File: config.mk
export PLATFORM = sky130hd
export DESIGN_NAME = fp_issue_ctrl
export DESIGN_NICKNAME = d
export VERILOG_FILES = /design/src/rtl/fp_issue_ctrl.sv
export SDC_FILE = /design/constraint.sdc
export NUM_CORES = 1
export LEC_CHECK = 0
export CORE_ASPECT_RATIO = 0.6
export CORE_MARGIN = 5
export CORE_UTILIZATION = 50
export DETAILED_ROUTE_END_ITERATION = 8
export DONT_BUFFER_PORTS = 1
export GPL_TIMING_DRIVEN = 0
export MAX_ROUTING_LAYER = met4
export PLACE_DENSITY_LB_ADDON = 0.2
export SLEW_MARGIN = 20
export SYNTH_ARGS = -nofsm -noshare
export SYNTH_HDL_FRONTEND = slang
export SYNTH_SLANG_ARGS = --single-unit
File: constraint.sdc
create_clock -name clock -period 4.2 [get_ports clock]
set_input_delay 0.84 -clock clock [delete_from_list [all_inputs] [get_ports clock]]
set_output_delay 0.84 -clock clock [all_outputs]
set_load 0.05 [all_outputs]
File: src/rtl/fp_issue_ctrl.sv
// fp_issue_ctrl: single-outstanding issue/retire controller in front of fp_unit.
module fp_issue_ctrl #(
  parameter int unsigned TAG_W   = 5,
  parameter int unsigned TIMEOUT = 64
) (
  input  logic              clock,
  input  logic              reset,
  input  logic              iss_i_valid,
  output logic              iss_o_ready,
  input  logic [16:0]       iss_i_op,
  input  logic [1:0]        iss_i_fmt,
  input  logic [2:0]        iss_i_rm,
  input  logic [TAG_W-1:0]  iss_i_rd,
  input  logic [31:0]       iss_i_data1,
  input  logic [31:0]       iss_i_data2,
  input  logic [31:0]       iss_i_data3,
  output logic [16:0]       fpu_o_op,
  output logic [1:0]        fpu_o_fmt,
  output logic [2:0]        fpu_o_rm,
  output logic [31:0]       fpu_o_data1,
  output logic [31:0]       fpu_o_data2,
  output logic [31:0]       fpu_o_data3,
  output logic              fpu_o_enable,
  input  logic [31:0]       fpu_i_result,
  input  logic [4:0]        fpu_i_flags,
  input  logic              fpu_i_ready,
  output logic              wb_o_valid,
  input  logic              wb_i_ready,
  output logic [TAG_W-1:0]  wb_o_rd,
  output logic [31:0]       wb_o_data,
  output logic [4:0]        wb_o_flags,
  output logic              wb_o_timeout,
  input  logic              fflags_i_clear,
  output logic [4:0]        fflags_o_acc,
  output logic              o_busy
);

  localparam int unsigned CNT_W = $clog2(TIMEOUT) + 1;

  typedef enum logic [1:0] {
    S_IDLE,
    S_LAUNCH,
    S_WAIT,
    S_DONE
  } state_t;

  state_t             state_q, state_d;
  logic [16:0]        op_q, op_d;
  logic [1:0]         fmt_q, fmt_d;
  logic [2:0]         rm_q, rm_d;
  logic [TAG_W-1:0]   rd_q, rd_d;
  logic [31:0]        d1_q, d1_d, d2_q, d2_d, d3_q, d3_d;
  logic [CNT_W-1:0]   cnt_q, cnt_d;
  logic [31:0]        res_q, res_d;
  logic [4:0]         flg_q, flg_d;
  logic               to_q, to_d;
  logic [4:0]         acc_q, acc_d;

  always_comb begin
    state_d = state_q;
    op_d    = op_q;
    fmt_d   = fmt_q;
    rm_d    = rm_q;
    rd_d    = rd_q;
    d1_d    = d1_q;
    d2_d    = d2_q;
    d3_d    = d3_q;
    cnt_d   = cnt_q;
    res_d   = res_q;
    flg_d   = flg_q;
    to_d    = to_q;
    acc_d   = fflags_i_clear ? '0 : acc_q;
    case (state_q)
      S_IDLE: begin
        if (iss_i_valid) begin
          op_d  = iss_i_op;
          fmt_d = iss_i_fmt;
          rm_d  = iss_i_rm;
          rd_d  = iss_i_rd;
          d1_d  = iss_i_data1;
          d2_d  = iss_i_data2;
          d3_d  = iss_i_data3;
          if (|iss_i_op[16:2]) begin
            state_d = S_LAUNCH;
          end else begin
            res_d   = '0;
            flg_d   = '0;
            to_d    = 1'b0;
            state_d = S_DONE;
          end
        end
      end
      S_LAUNCH: begin
        if (fpu_i_ready) begin
          res_d   = fpu_i_result;
          flg_d   = fpu_i_flags;
          to_d    = 1'b0;
          state_d = S_DONE;
        end else begin
          cnt_d   = CNT_W'(1);
          state_d = S_WAIT;
        end
      end
      S_WAIT: begin
        if (fpu_i_ready) begin
          res_d   = fpu_i_result;
          flg_d   = fpu_i_flags;
          to_d    = 1'b0;
          state_d = S_DONE;
        end else if (cnt_q == CNT_W'(TIMEOUT - 1)) begin
          res_d   = '0;
          flg_d   = 5'b10000;
          to_d    = 1'b1;
          state_d = S_DONE;
        end else begin
          cnt_d = cnt_q + CNT_W'(1);
        end
      end
      S_DONE: begin
        if (wb_i_ready) begin
          // clear and retire in the same cycle: old bits dropped, retiring bits kept
          acc_d   = (fflags_i_clear ? 5'b00000 : acc_q) | flg_q;
          state_d = S_IDLE;
        end
      end
      default: state_d = S_IDLE;
    endcase
  end

  always_ff @(posedge clock) begin
    if (reset) begin
      state_q <= S_IDLE;
      op_q    <= '0;
      fmt_q   <= '0;
      rm_q    <= '0;
      rd_q    <= '0;
      d1_q    <= '0;
      d2_q    <= '0;
      d3_q    <= '0;
      cnt_q   <= '0;
      res_q   <= '0;
      flg_q   <= '0;
      to_q    <= 1'b0;
      acc_q   <= '0;
    end else begin
      state_q <= state_d;
      op_q    <= op_d;
      fmt_q   <= fmt_d;
      rm_q    <= rm_d;
      rd_q    <= rd_d;
      d1_q    <= d1_d;
      d2_q    <= d2_d;
      d3_q    <= d3_d;
      cnt_q   <= cnt_d;
      res_q   <= res_d;
      flg_q   <= flg_d;
      to_q    <= to_d;
      acc_q   <= acc_d;
    end
  end

  assign iss_o_ready  = (state_q == S_IDLE) && !reset;
  assign fpu_o_enable = (state_q == S_LAUNCH);
  assign fpu_o_op     = ((state_q == S_LAUNCH) || (state_q == S_WAIT)) ? op_q : '0;
  assign fpu_o_fmt    = fmt_q;
  assign fpu_o_rm     = rm_q;
  assign fpu_o_data1  = d1_q;
  assign fpu_o_data2  = d2_q;
  assign fpu_o_data3  = d3_q;
  assign wb_o_valid   = (state_q == S_DONE);
  assign wb_o_rd      = rd_q;
  assign wb_o_data    = res_q;
  assign wb_o_flags   = flg_q;
  assign wb_o_timeout = to_q;
  assign fflags_o_acc = acc_q;
  assign o_busy       = (state_q != S_IDLE);

endmodule

==> flow_metrics.tcl, run 1 <==
set metrics [dict create \
    status "finished, final reports clean" \
    power_frac_comb 0.235 \
    numPortBuffers 0 \
    syn_avg_cell_area_sq_um 8.127 \
    p_total_mw 5.649 \
    met1_usage 0.2733 \
    multiInputGateArea_sq_um 2840 \
    use_met3 0.07087 \
    met2_usage 0.3847 \
    cp_max_fo 10 \
    hold_buffers 0 \
    syn_to_final_growth_pct 12.03 \
    rrSetupSlack_ns 1.83 \
    post_drt_wl_per_cell_um 18.81 \
    cp-start-kind "register" \
    antenna_found_initial 0 \
    io_pins 336 \
    relSlewSlack 0.3761 \
    synth_area_leaders "dfxtp_1 (53%), nand2_1 (18%), a21oi_1 (9.8%)" \
    via_per_inst 5.470 \
    grt_max_degree 17 \
    yosysSeqAreaShare 0.5296 \
    internal_power_mw 3.214 \
    clk_pin_slew_ns 0.06 \
    crit_arrival_ns 2.29 \
    first_pass_iters 5 \
    ctsResizeCount 0 \
    post-dp-hpwl_um 14990 \
    yosys_warnings 0 \
    slew_viol_final 0 \
    path_class "register to primary output" \
    gp_congestion 0.8477 \
    cts_buffers 17 \
    async_flop_share 0 \
    drv_cap 0 \
    ff_latch_area_sq_um 3503 \
    via_count 5552 \
    synth_cell_types 37 \
    period_needed_ns 3.132 \
    fin_crit_sh 0.7457 \
    route.detailed.drc 0 \
    reg2reg_to "wb_o_data[12]" \
    drive_gt1_frac 0.05799 \
    worst_ep_required_time_ns 3.36 \
    grt_pass1_vias 5399 \
    grt_pass1_wl_um 28550 \
    insertion_delay_ns 0.41 \
    hold_start "op_q[12]" \
    skew_ns 0.01157 \
    leakagePower_nw 2.715 \
    syn_inst 814 \
    wl_um 19090 \
    nNetsFinal 1004 \
    worst_pin_slew_ns 0.9324 \
    placementRows 32 \
    reg2regPathDepth 8 \
    r2r_start "state_q[1]" \
    yosysTopAreaCellShare 0.5296 \
    worstHoldPathType "register to register" \
    yosysTopAreaCell "dfxtp_1" \
    tritoncts "yes" \
    clockBufferDepth 2 \
    ir_worst_vdd_mv 0.3298 \
    timing_hold_violations_final 0 \
    track_usage 0.2336 \
    net-switching-power_mw 2.435 \
    fin_tns_setup_ns 0 \
    synth_area_sq_um 6615 \
    clock_power_share 0.277 \
    setup_viol 0 \
    crit_path_end_kind "primary output" \
    yosysMostFrequentCell "nand2_1" \
    clock-root-buffer "clkbuf_16" \
    h-tree-depth 4 \
    syn_nets 985 \
    grt-busiest-layer "met2" \
    ant_nets 0 \
    die_y_um 99.10 \
    rsz0062_at_grt "false" \
    synth_ff_type "dfxtp_1" \
    hold_depth 2 \
    grt_overflow 0 \
    seq_power_share 0.488 \
    antennaDiodeCount 0 \
    synth-seq-cells 175 \
    min_to "op_q[12]" \
    core_sq_um 12890 \
    synth.top_cells.by_count "nand2_1 (322), dfxtp_1 (175), a21oi_1 (129)" \
    initial_utilization 0.5131 \
    dieArea_sq_um 15710 \
    num-fill-cells 1162 \
    swShare 0.4310 \
    chipWidth_um 158.5 \
    timing.fmax_mhz 319.3 \
    cts_setup_buffers 0 \
    synth_enable_flop_cells 0 \
    p_per_area_nw_per_um2 762.3 \
    drtIter0Drc 402 \
    cts.sinks 175 \
]
placed cells by master, fill, tap and decap left out, types with 2 or more instances in the layout:
| cell type | instances |
|---|---|
| mux2i_1 | 40 |
| buf_1 | 11 |
| a21oi_1 | 129 |
| buf_2 | 10 |
| a211oi_1 | 2 |
| clkinv_4 | 2 |
| dfxtp_1 | 175 |
| inv_1 | 5 |
| o21ai_0 | 5 |
| clkbuf_16 | 17 |
| nand2_1 | 322 |
| nand2b_1 | 3 |
| mux2_2 | 2 |
| bufinv_16 | 2 |
| nor2b_1 | 7 |
| nor4_1 | 3 |
| nand3_1 | 3 |
| and2_1 | 21 |
| nor2_1 | 12 |
| a32oi_1 | 5 |
| inv_8 | 2 |
| buf_6 | 3 |
| inv_6 | 4 |
| clkbuf_1 | 34 |
| nor3_1 | 3 |
| ha_1 | 5 |
| clkinvlp_4 | 2 |
stage by stage:
stage                     area, sq um  utilization  instances  worst slack (ns)  hold slack (ns)
final                            7411       0.5748       1015             1.068           0.4500
after global routing             7411       0.5748       1015            0.9063           0.4648
after CTS                        7411       0.5748       1015             1.004           0.4505
after detailed placement         6828       0.5296        984             1.039           0.4418
after global placement           6828       0.5296        984             1.075           0.4373
after floorplan                  6615            -        814             1.476           0.4317
logic make-up after synthesis:
logic type,after synthesis,share of synthesized area
and+or+nand+nor,380,0.2330
DFF,175,0.5296
AOI/OAI and AO/OA,150,0.1229
buffers and inverters,62,0.04105
muxes,42,0.06393
adders and majority gates,5,0.009457
critical path, cell delays in order (launching register included):
cell and delay [ns]:
dfxtp_1 0.38, inv_1 0.11, ha_1 0.50, clkbuf_1 0.36, and2_1 0.54
routing by layer:
layer / up-vias / share of wire
met1: 2557 / 0.39
li1: 2690 / -
met4: 0 / 0.020
met5: - / 0
met2: 271 / 0.50
met3: 34 / 0.099
layout make-up:
type                    instances  share of cell area
plain buffers                  57             0.03410
clock buffers                  19             0.05842
clock inverters                12             0.02026
inverters                       5            0.002532
multi-input cells             577              0.3833
flip-flops and latches        175              0.4727
well taps                     170             0.02870
power by group through the flow:
stage / registers (mW) / clock network (mW) / logic, mW
2_1_floorplan: 2.73 / 0 / 1.07
5_1_grt: 2.79 / 1.68 / 1.47
6_report: 2.76 / 1.56 / 1.33
4_1_cts: 2.77 / 1.59 / 1.33
3_5_place_dp: 2.80 / 0 / 1.33
3_3_place_gp: 2.79 / 0 / 1.27
sequential cells by signal, summed over array words and instances, names as in the netlist:
signal and flops:
cnt_q 7, fflags_o_acc 5, fpu_o_data1 32, fpu_o_data2 32, fpu_o_data3 32, fpu_o_fmt 2, fpu_o_rm 3, op_q 17
state_q 2, wb_o_data 32, wb_o_flags 5, wb_o_rd 5, wb_o_timeout 1
how the worst max path moves through the flow:
stage,startpoint,endpoint,depth (start not counted)
after global routing,state_q[0],fpu_o_op[11],4
final,state_q[0],fpu_o_op[11],4
after global placement,reset,iss_o_ready,3
after detailed placement,reset,iss_o_ready,3
after floorplan,reset,iss_o_ready,3
after CTS,state_q[0],fpu_o_op[11],4
(Power assumes the default switching activity.)
==> inputs of run 2 (changes only) <==
==> constraint.sdc (replaced) <==
create_clock -name clock -period 3.07 [get_ports clock]
set_input_delay 0.614 -clock clock [delete_from_list [all_inputs] [get_ports clock]]
set_output_delay 0.614 -clock clock [all_outputs]
set_load 0.05 [all_outputs]
==> results of run 2 <==
Same layout as run 1 (identical final DEF). Status: finished, final reports clean.
Main changes from that run: setup slack after placement 1.039 ns -> 0.3613 ns; clock-pin slew on the worst setup and hold paths 0.06 ns -> 0.07 ns; setup slack after layout 1.068 ns -> 0.1640 ns; hold slack 0.4500 ns -> 0.3311 ns; register-to-register setup slack 1.83 ns -> 0.70 ns; end point of the worst hold path op_q[12] -> fpu_o_data1[3]; total power 5.649 mW -> 7.728 mW; worst IR drop on VDD 0.3298 mV -> 0.4512 mV
